[src/rtl/fifo_stream_reader_if.sv]
// FIFO read port plus AXI4-Stream master bundle for the censor stream drain engine.
// The master modport is the reader's view; slave is the FIFO/sink environment.
interface fifo_stream_reader_if #(
   parameter int DATA_W = 8
);
   logic              enable;
   logic              fifo_empty;
   logic [DATA_W-1:0] fifo_data;
   logic              fifo_read_en;
   logic [DATA_W-1:0] m_axis_tdata;
   logic              m_axis_tvalid;
   logic              m_axis_tready;
   logic              m_axis_tlast;
   logic              m_axis_tuser;
   logic              busy;

   modport master (
      input  enable, fifo_empty, fifo_data, m_axis_tready,
      output fifo_read_en, m_axis_tdata, m_axis_tvalid, m_axis_tlast, m_axis_tuser, busy
   );

   modport slave (
      output enable, fifo_empty, fifo_data, m_axis_tready,
      input  fifo_read_en, m_axis_tdata, m_axis_tvalid, m_axis_tlast, m_axis_tuser, busy
   );
endinterface

[src/rtl/fifo_stream_reader.sv]
// Drains a byte FIFO with a 1-cycle registered read into an AXI4-Stream master,
// using a 2-entry skid buffer so reads can stream at 1 beat/cycle under backpressure.
module fifo_stream_reader #(
   parameter int DATA_W  = 8,
   parameter int PKT_LEN = 64
) (
   input logic                  clock,
   input logic                  reset,
   fifo_stream_reader_if.master bus
);
   localparam int               CNT_W     = (PKT_LEN > 1) ? $clog2(PKT_LEN) : 1;
   localparam logic [CNT_W-1:0] LAST_BEAT = CNT_W'(PKT_LEN - 1);

   logic [1:0]        occ;
   logic              inflight;
   logic [DATA_W-1:0] head;
   logic [DATA_W-1:0] tail;
   logic [CNT_W-1:0]  beat;
   logic              valid;
   logic              pop;
   logic              read_en;
   logic [2:0]        level;
   logic [1:0]        wr_slot;

   assign valid = (occ != 2'd0);
   assign pop   = valid & bus.m_axis_tready;

   // Occupancy the buffer will have after this edge, counting the byte already in flight.
   // A new strobe is allowed only if its byte is guaranteed a slot two edges from now.
   assign level   = {1'b0, occ} + {2'b0, inflight} - {2'b0, pop};
   assign read_en = ~reset & bus.enable & ~bus.fifo_empty & (level < 3'd2);

   // Captured byte lands behind whatever survives this cycle's pop.
   assign wr_slot = occ - {1'b0, pop};

   always_ff @(posedge clock or posedge reset) begin
      if (reset) begin
         occ      <= 2'd0;
         inflight <= 1'b0;
         head     <= '0;
         tail     <= '0;
      end else begin
         inflight <= read_en;
         occ      <= occ + {1'b0, inflight} - {1'b0, pop};
         if (pop)
            head <= tail;
         if (inflight) begin
            if (wr_slot == 2'd0)
               head <= bus.fifo_data;
            else
               tail <= bus.fifo_data;
         end
      end
   end

   always_ff @(posedge clock or posedge reset) begin
      if (reset)
         beat <= '0;
      else if (pop)
         beat <= (beat == LAST_BEAT) ? '0 : beat + 1'b1;
   end

   assign bus.fifo_read_en  = read_en;
   assign bus.m_axis_tvalid = valid;
   assign bus.m_axis_tdata  = head;
   assign bus.m_axis_tlast  = valid & (beat == LAST_BEAT);
   assign bus.m_axis_tuser  = valid & (beat == '0);
   assign bus.busy          = inflight | valid;
endmodule
[src/flat_wrapper.sv]
// flat-port wrapper written by rule: the top's interface ports become plain ports
module fifo_stream_reader_flat 
#(
   parameter int DATA_W  = 8,
   parameter int PKT_LEN = 64
)
  (clock, reset, bus_enable, bus_fifo_empty, bus_fifo_data, bus_m_axis_tready, bus_fifo_read_en, bus_m_axis_tdata, bus_m_axis_tvalid, bus_m_axis_tlast, bus_m_axis_tuser, bus_busy);
  fifo_stream_reader_if #(.DATA_W(DATA_W)) bus_i ();
  input logic clock;
  input logic reset;
  input wire logic [$bits(bus_i.enable)-1:0] bus_enable;
  input wire logic [$bits(bus_i.fifo_empty)-1:0] bus_fifo_empty;
  input wire logic [$bits(bus_i.fifo_data)-1:0] bus_fifo_data;
  input wire logic [$bits(bus_i.m_axis_tready)-1:0] bus_m_axis_tready;
  output wire logic [$bits(bus_i.fifo_read_en)-1:0] bus_fifo_read_en;
  output wire logic [$bits(bus_i.m_axis_tdata)-1:0] bus_m_axis_tdata;
  output wire logic [$bits(bus_i.m_axis_tvalid)-1:0] bus_m_axis_tvalid;
  output wire logic [$bits(bus_i.m_axis_tlast)-1:0] bus_m_axis_tlast;
  output wire logic [$bits(bus_i.m_axis_tuser)-1:0] bus_m_axis_tuser;
  output wire logic [$bits(bus_i.busy)-1:0] bus_busy;
  assign bus_i.enable = bus_enable;
  assign bus_i.fifo_empty = bus_fifo_empty;
  assign bus_i.fifo_data = bus_fifo_data;
  assign bus_i.m_axis_tready = bus_m_axis_tready;
  assign bus_fifo_read_en = bus_i.fifo_read_en;
  assign bus_m_axis_tdata = bus_i.m_axis_tdata;
  assign bus_m_axis_tvalid = bus_i.m_axis_tvalid;
  assign bus_m_axis_tlast = bus_i.m_axis_tlast;
  assign bus_m_axis_tuser = bus_i.m_axis_tuser;
  assign bus_busy = bus_i.busy;
  fifo_stream_reader #(.DATA_W(DATA_W), .PKT_LEN(PKT_LEN)) u_core (.clock(clock), .reset(reset), .bus(bus_i));
endmodule
[config.mk]
export PLATFORM = sky130hd
export DESIGN_NAME = fifo_stream_reader_flat
export DESIGN_NICKNAME = d
export VERILOG_FILES = /design/src/rtl/fifo_stream_reader_if.sv /design/src/rtl/fifo_stream_reader.sv /design/src/flat_wrapper.sv
export SDC_FILE = /design/constraint.sdc
export NUM_CORES = 1
export LEC_CHECK = 0
export BUFFER_PORTS_ARGS = -buffer_cell sky130_fd_sc_hd__clkbuf_2
export CORE_ASPECT_RATIO = 0.8
export CORE_MARGIN = 2
export CORE_UTILIZATION = 35
export CTS_BUF_LIST = sky130_fd_sc_hd__clkbuf_16
export DETAILED_ROUTE_END_ITERATION = 10
export PLACE_DENSITY = 0.59
export SYNTH_ARGS = -nofsm -noshare
export SYNTH_HDL_FRONTEND = slang
export SYNTH_SLANG_ARGS = --single-unit
[constraint.sdc]
create_clock -name clock -period 2.22 [get_ports clock]
set_input_delay 0.111 -clock clock [delete_from_list [all_inputs] [get_ports clock]]
set_output_delay 0.111 -clock clock [all_outputs]
set_load 0.05 [all_outputs]
Word level (Yosys, flattened, before mapping)
Cells that the tools add are included.
{"block": "totals", "reg_bits": 25}
{"block": "classes", "n_eq_ne": 1, "n_lt_le_gt_ge": 1, "muxes": 4, "addsub": 6, "n_reduce_logical": 4, "n_bitwise": 10}
{"operator": "2-to-1 mux 8 bit", "n": 3}
{"operator": "adder 6 x 1 -> 6 bit (second input constant)", "n": 1}
{"operator": "bitwise AND 1 bit", "n": 6}
{"operator": "== test 6 bit (second input constant)", "n": 1}
{"operator": "zero test 6 bit", "n": 1}
{"operator": "2-to-1 mux 6 bit", "n": 1}
{"operator": "subtractor 2 x 1 -> 2 bit", "n": 2}
{"operator": "adder 2 x 1 -> 3 bit", "n": 1}
{"operator": "less-than comparator 3 x 2 -> 1 bit (second input constant)", "n": 1}
{"operator": "inverter 1 bit", "n": 3}
{"operator": "subtractor 3 x 1 -> 3 bit", "n": 1}
{"operator": "adder 2 x 1 -> 2 bit", "n": 1}
{"operator": "zero test 2 bit", "n": 1}
{"operator": "AND reduction 2 bit", "n": 1}
{"operator": "nonzero test 2 bit", "n": 1}
{"operator": "bitwise OR 1 bit", "n": 1}

Longest topological paths before layout
Gate-level depths: netlist (run 1).
{"block": "depth", "word_depth": 6, "ltp_mapped": 6, "depth_no_buf": 6}

Worst setup path before layout (run 1)
OpenSTA, ideal clock, no wires.
{"block": "synth_timing", "path_kind": "register to register", "start": "register u_core.occ[0]", "end": "register u_core.inflight", "path_stages_with_launch": 7, "t_arrival_ps": 1840, "setup_time_ps": 172, "t_required_ps": 2048, "synth_period_minus_slack_ps": 2012, "path_slack_ps": 208, "path_cell_list": "dfrtp_1 nand3b_1 nand2_1 ha_1 fa_1 nor2_1 and4_1"}
{"block": "synth_between", "elab_chain_len": 5, "elab_cells_between_ends": 6, "cone_classes": "add/sub (2); order compare (1); bitwise (2); reduce/logical (1)"}
{"element": "start: declaration", "line": "fifo_stream_reader.sv:14", "source": "logic [1:0] occ;"}
{"element": "start signal: assignment", "line": "fifo_stream_reader.sv:44", "source": "occ <= occ + {1'b0, inflight} - {1'b0, pop};"}
{"element": "parallel branches: the longest is 2 deep, another holds adder 2 x 1 -> 3 bit"}
{"element": "subtractor 3 x 1 -> 3 bit *", "line": "fifo_stream_reader.sv:30", "source": "assign level = {1'b0, occ} + {2'b0, inflight} - {2'b0, pop};"}
{"element": "via u_core.level[1]", "line": "fifo_stream_reader.sv:22", "source": "logic [2:0] level;"}
{"element": "less-than comparator 3 x 2 -> 1 bit *", "line": "fifo_stream_reader.sv:31", "source": "assign read_en = ~reset & bus.enable & ~bus.fifo_empty & (level < 3'd2);"}
{"element": "bitwise AND 1 bit *", "line": "fifo_stream_reader.sv:31"}
{"element": "via bus_fifo_read_en", "line": "flat_wrapper.sv:15", "source": "output wire logic [$bits(bus_i.fifo_read_en)-1:0] bus_fifo_read_en;"}
{"element": "end signal: assignment", "line": "fifo_stream_reader.sv:43", "source": "inflight <= read_en;"}
{"element": "end: declaration", "line": "fifo_stream_reader.sv:15", "source": "logic inflight;"}
Mark *: on every way through the listed nets, which the timed path passes.
A chain may end at the register's enable or synchronous reset.

Final worst setup path (run 1)
{"block": "layout_timing", "start": "register u_core.occ[0]", "end": "output bus_fifo_read_en"}
{"block": "layout_between", "elab_chain_len": 5, "elab_cells_between_ends": 6, "cone_classes": "add/sub (2); order compare (1); bitwise (2); reduce/logical (1)"}
{"element": "parallel branches: the longest is 2 deep, another holds adder 2 x 1 -> 3 bit"}
{"element": "subtractor 3 x 1 -> 3 bit *", "line": "fifo_stream_reader.sv:30"}
{"element": "via u_core.level[1]", "line": "fifo_stream_reader.sv:22"}
{"element": "less-than comparator 3 x 2 -> 1 bit *", "line": "fifo_stream_reader.sv:31"}
{"element": "bitwise AND 1 bit *", "line": "fifo_stream_reader.sv:31"}
{"element": "end: declaration", "line": "flat_wrapper.sv:15"}
Marks and branches as above.

==> impl_metrics.json, run 1 <==
{
  "status": "finished, final reports clean",
  "setup_ws_ps": 74.2,
  "cts_htree_levels": 1,
  "fin_crit_ps": 2150,
  "vias": 852,
  "n_antenna_cell": 0,
  "numClockSinks": 25,
  "die_area_mm2": 0.00398,
  "drv_cap": 0,
  "finalCritPeriodShare_pct": 96.7,
  "chipWidth_um": 70.0,
  "place_ws_ps": 172,
  "wl_um": 2310,
  "finClkSkew_ps": 5.56,
  "ys_types": 30,
  "grt_use_total_pct": 13.3,
  "final_area_mm2": 0.00155,
  "syn_area_per_cell_um2": 12.8,
  "clock_latency_ps": 260,
  "synth-seq-cells": 25,
  "detail-route-antenna-nets": 0,
  "synth_area_mm2": 0.00122,
  "port_buffers": 25,
  "max_slew_margin_pct": 69.7,
  "tightest_slew_ps": 453,
  "grt_max_degree": 26,
  "mostFrequentLayoutCells": "clkbuf_2 (24), dfrtp_1 (23), mux2_2 (17)",
  "numCtsBuffers": 3,
  "finalNetCount": 149,
  "wire_per_inst_um": 13.4,
  "first_pass_iters": 4,
  "grt_pass1_vias": 850,
  "power.density_mw_per_mm2": 1480,
  "antenna_found_initial": 0,
  "p_leak_uw": 0.000783,
  "slew_viol_final": 0,
  "critPathMaxFanout": 5,
  "grt_pass1_wl_um": 4020,
  "core_mm2": 0.00338,
  "syn_inst": 95,
  "critPathArrivalTime_ps": 2030,
  "gp_congestion": 0.829,
  "final_common_cell": "clkbuf_2",
  "start_util_pct": 36.1,
  "gr-total-overflow": 0,
  "n_fill_cell": 327,
  "peakVddDrop_mv": 0.799,
  "cp-start-kind": "flip-flop",
  "hpwl_um": 1670,
  "yosysWarnings": 0,
  "path_class": "flip-flop to output port",
  "syn2layout_area_growth_pct": 26.8,
  "vias_per_cell": 4.92,
  "cts_tree": "built",
  "path_cells": "nand3b_1 > nand2_1 > ha_1 > fa_1 > nor2_1 > and4_4 > buf_8",
  "drive_gt1_share_pct": 48.9,
  "totalNegativeSetupSlack_ps": 0,
  "clockBufferDepth": 2,
  "route.detailed.drc": 0,
  "synth_nets": 112,
  "setup_viol": 0,
  "fmax_mhz": 466,
  "clock-root-buffer": "clkbuf_16",
  "critPathSlowestCell": "dfrtp_2",
  "min_path_type": "input port to flip-flop",
  "chipHeight_um": 56.8,
  "critPathMaxStageDelay_ps": 430,
  "clk_pin_slew_ps": 60,
  "rows": 19,
  "critical-path-top-delay-family": "simple AND/OR/NAND/NOR gates",
  "critical_path_buf_inv_count": 1,
  "ios": 26,
  "rsz0062_at_grt": "yes",
  "synthArstFlopShare_pct": 100,
  "yosysSeqAreaShare_pct": 51.3,
  "finalHoldViolations": 0,
  "synthFlopType": "dfrtp_1",
  "placed_area_mm2": 0.00140,
  "crit_required_ps": 2110,
  "synth_edf_count": 0,
  "drtIter0Drc": 54,
  "worstSetupEndpointType": "output port"
}
==> what timing repair did <==
| action | 4_1_cts | 5_1_grt |
|---|---|---|
| endpoints found under the setup margin | 1 | 1 |
| gates resized for setup | 3 | 3 |
| hold buffers | 1 | 0 |
| gates cloned | 0 | 0 |
| pin swaps | 0 | 1 |
| setup buffers | 1 | 5 |
| hold endpoints to repair | 25 | 0 |
==> final cells by class <==
| cell class | count | area (µm²) | share of cell area, % |
|---|---|---|---|
| multi-input combinational | 64 | 566 | 36.6 |
| sequential | 25 | 628 | 40.6 |
| inverter | 4 | 15.0 | 0.971 |
| clock inverter | 1 | 5.00 | 0.324 |
| timing repair buffer | 34 | 205 | 13.3 |
| tap | 42 | 52.6 | 3.40 |
| clock buffer | 3 | 75.1 | 4.85 |
==> layer usage <==
layer / global-route usage [%] / wire [µm] / up-vias
met4: 5.77 / 24 / 0
li1: - / - / 405
met3: 3.95 / 94 / 2
met5: 0 / 0 / -
met1: 16.8 / 1040 / 427
met2: 21.1 / 1160 / 18
==> cells by family after synthesis <==
group | count (synthesis) | synth area share [%]
AOI/OAI and AO/OA | 9 | 5.33
DFF | 25 | 51.3
xor gates and xnor gates | 3 | 2.15
adders and majority gates | 4 | 4.72
and+or+nand+nor | 24 | 10.3
buffers and inverters | 6 | 2.56
muxes | 24 | 23.7
==> registers in the layout, summed over array words and instances, names as in the netlist <==
register                 cells
u_core.bus.m_axis_tdata      8
u_core.inflight              1
u_core.tail                  8
u_core.beat                  6
u_core.occ                   2
==> power by group <==
| group | switching [µW] | internal (µW) | leakage, µW |
|---|---|---|---|
| clock network | 155 | 243 | 0.0000409 |
| logic | 613 | 467 | 0.000432 |
| registers | 147 | 660 | 0.000309 |
==> synthesized netlist by cell type (all sizes together) (2+ instances only) <==
| library cell | n | area share, % |
|---|---|---|
| inv | 4 | 1.2 |
| xnor2 | 2 | 1.4 |
| and3 | 3 | 1.5 |
| or3 | 2 | 1.0 |
| buf | 2 | 1.3 |
| dfrtp | 25 | 51 |
| o21ai | 3 | 1.5 |
| nand3 | 3 | 1.2 |
| nand2 | 9 | 2.8 |
| ha | 3 | 3.1 |
| mux2 | 24 | 24 |
==> through the flow <==
stage               std cells  power, µW  hold slack [ps]  util, %
finish                    173       2280             85.9     45.8
global placement          162       1780              235     41.4
global route              173       2440             90.9     45.8
CTS                       168       2240             84.5     44.6
floorplan                  95       1600              144        -
detailed placement        162       1820              213     41.4
==> final timing paths <==
kind                                  start                          to  slack [ps]  cells after the start
setup / recovery              u_core.occ[0]            bus_fifo_read_en          70                      7
max in group asynchronous             reset               u_core.occ[0]        1480                      4
setup reg to reg              u_core.occ[0]             u_core.inflight         430                      7
min in group asynchronous             reset  u_core.bus.m_axis_tdata[2]         480                      4
hold reg to reg              u_core.tail[7]              u_core.tail[7]         490                      1
hold / removal             bus_fifo_data[7]              u_core.tail[7]          90                      2
No activity file was read; power rests on OpenSTA's default activity.
==> inputs of run 2 (changes only) <==
- GPL_TIMING_DRIVEN: unset -> 0
==> impl_metrics.json, run 2 (synthesized netlist as in run 1, its figures left out) <==
{
  "final_area_mm2": 0.00153,
  "rows": 19,
  "chipWidth_um": 70.0,
  "drtIter0Drc": 24,
  "fin_crit_ps": 2200,
  "wire_per_inst_um": 13.5,
  "totalNegativeSetupSlack_ps": 0,
  "critPathMaxStageDelay_ps": 430,
  "clk_pin_slew_ps": 60,
  "vias_per_cell": 4.82,
  "drive_gt1_share_pct": 48.4,
  "layout.area.seq_um2": 627,
  "grt_max_degree": 27,
  "power.density_mw_per_mm2": 1490,
  "combPwrFrac_pct": 46.5,
  "rsz0062_at_grt": "yes",
  "finalNonFillerCells": 170,
  "slew_viol_final": 0,
  "n_fill_cell": 330,
  "critical-path-top-delay-family": "simple AND/OR/NAND/NOR gates",
  "route.detailed.drc": 0,
  "critPathMaxFanout": 4,
  "clockPowerShare_pct": 17.7,
  "numClockSinks": 25,
  "min_path_type": "input port to async pin",
  "hpwl_um": 1660,
  "cts_htree_levels": 1,
  "grt_pass1_wl_um": 4080,
  "placed_area_mm2": 0.00140,
  "r2r-start": "u_core.occ[0]",
  "chipHeight_um": 56.8,
  "reg2reg_slack_ps": 470,
  "critPathSlowestCell": "fa_1",
  "critPathArrivalTime_ps": 2080,
  "ios": 26,
  "gp_congestion": 0.742,
  "start_util_pct": 36.1,
  "status": "finished, final reports clean",
  "clockBufferDepth": 2,
  "clock_latency_ps": 260,
  "cts_tree": "built",
  "die_area_mm2": 0.00398,
  "port_buffers": 25,
  "finalNetCount": 146,
  "setup_viol": 0,
  "netSwitchingPower_uw": 914,
  "n_antenna_cell": 0,
  "core_mm2": 0.00338,
  "drv_cap": 0,
  "vias": 820,
  "clock-root-buffer": "clkbuf_16",
  "setup_ws_ps": 24.6,
  "finalCritPeriodShare_pct": 98.9,
  "grt_pass1_vias": 900,
  "mostFrequentLayoutCells": "clkbuf_2 (24), dfrtp_1 (24), mux2_2 (17)",
  "crit_path_start": "u_core.occ[0]",
  "syn2layout_area_growth_pct": 25.1,
  "p_leak_uw": 0.000763,
  "critical_path_buf_inv_count": 1,
  "peakVddDrop_mv": 0.640,
  "seqPwrFrac_pct": 35.8,
  "finalHoldViolations": 0,
  "worstSetupEndpointType": "output port",
  "crit_required_ps": 2110,
  "place_ws_ps": 196,
  "detail-route-antenna-nets": 0,
  "cp-start-kind": "flip-flop",
  "path_class": "flip-flop to output port",
  "power.share.switching_pct": 40.2,
  "antenna_found_initial": 0,
  "wl_um": 2300,
  "finClkSkew_ps": 2.08,
  "internal-power_uw": 1360,
  "path_cells": "nand3b_1 > nand2_1 > ha_2 > fa_1 > nor2_1 > and4_4 > buf_8",
  "multiInputGateArea_um2": 568,
  "gr-total-overflow": 0,
  "fin_hold_ws_ps": 53.9,
  "first_pass_iters": 4,
  "max_slew_margin_pct": 35.3,
  "placed_cells": 162,
  "fmax_mhz": 455,
  "grt_use_total_pct": 13.1,
  "numCtsBuffers": 3,
  "tightest_slew_ps": 969
}
==> run 2: cell types whose count changed in the layout (fill, tap and decap cells not counted), sizes merged <==
cell         before  now
clkinvlp          0    1
clkinv            1    0
buf               9    7
dlygate4sd3       1    0
==> run 2: final timing paths <==
path                                         end  depth (start not counted)
worst max-delay path            bus_fifo_read_en                          7
worst max register to register   u_core.inflight                          6
max in group asynchronous          u_core.occ[1]                          2
min in group clock                u_core.tail[0]                          2
worst min-delay path              u_core.tail[5]                          2
worst min register to register    u_core.tail[7]                          1
==> run 2: final cells by class <==
type,count,area share (%)
Multi-Input combinational cell,64,37.2
Clock buffer,3,4.92
Clock inverter,1,0.492
Sequential cell,25,41.1
Tap cell,42,3.44
Timing Repair Buffer,29,10.8
Buffer,2,1.07
Inverter,4,0.984
==> run 2: power groups by stage <==
stage	clock (µW)	combinational [µW]	sequential (µW)
2_1_floorplan	0	595	1010
3_3_place_gp	0	972	810
3_5_place_dp	0	993	828
4_1_cts	419	1030	816
5_1_grt	440	1150	845
6_report	401	1060	814
==> run 2: metal layers <==
| layer | global-route usage, % | wire [µm] | vias up |
|---|---|---|---|
| met5 | 0 | 0 | - |
| met3 | 4.49 | 95 | 2 |
| li1 | - | - | 402 |
| met1 | 16.8 | 997 | 401 |
| met2 | 21.5 | 1190 | 15 |
| met4 | 2.75 | 10 | 0 |
==> run 2: through the flow <==
stage	total power (µW)	util, %
6_report	2270	45.2
3_3_place_gp	1780	41.4
3_5_place_dp	1820	41.4
4_1_cts	2270	44.6
5_1_grt	2440	45.2
2_1_floorplan	1600	-
==> run 2: timing repair <==
action | in CTS | in global routing
gates resized for setup | 3 | 3
setup buffers | 2 | 2
hold buffers | 0 | 0
endpoints found under the hold margin | 0 | 0
setup endpoints to repair | 1 | 1
pin swaps | 0 | 5
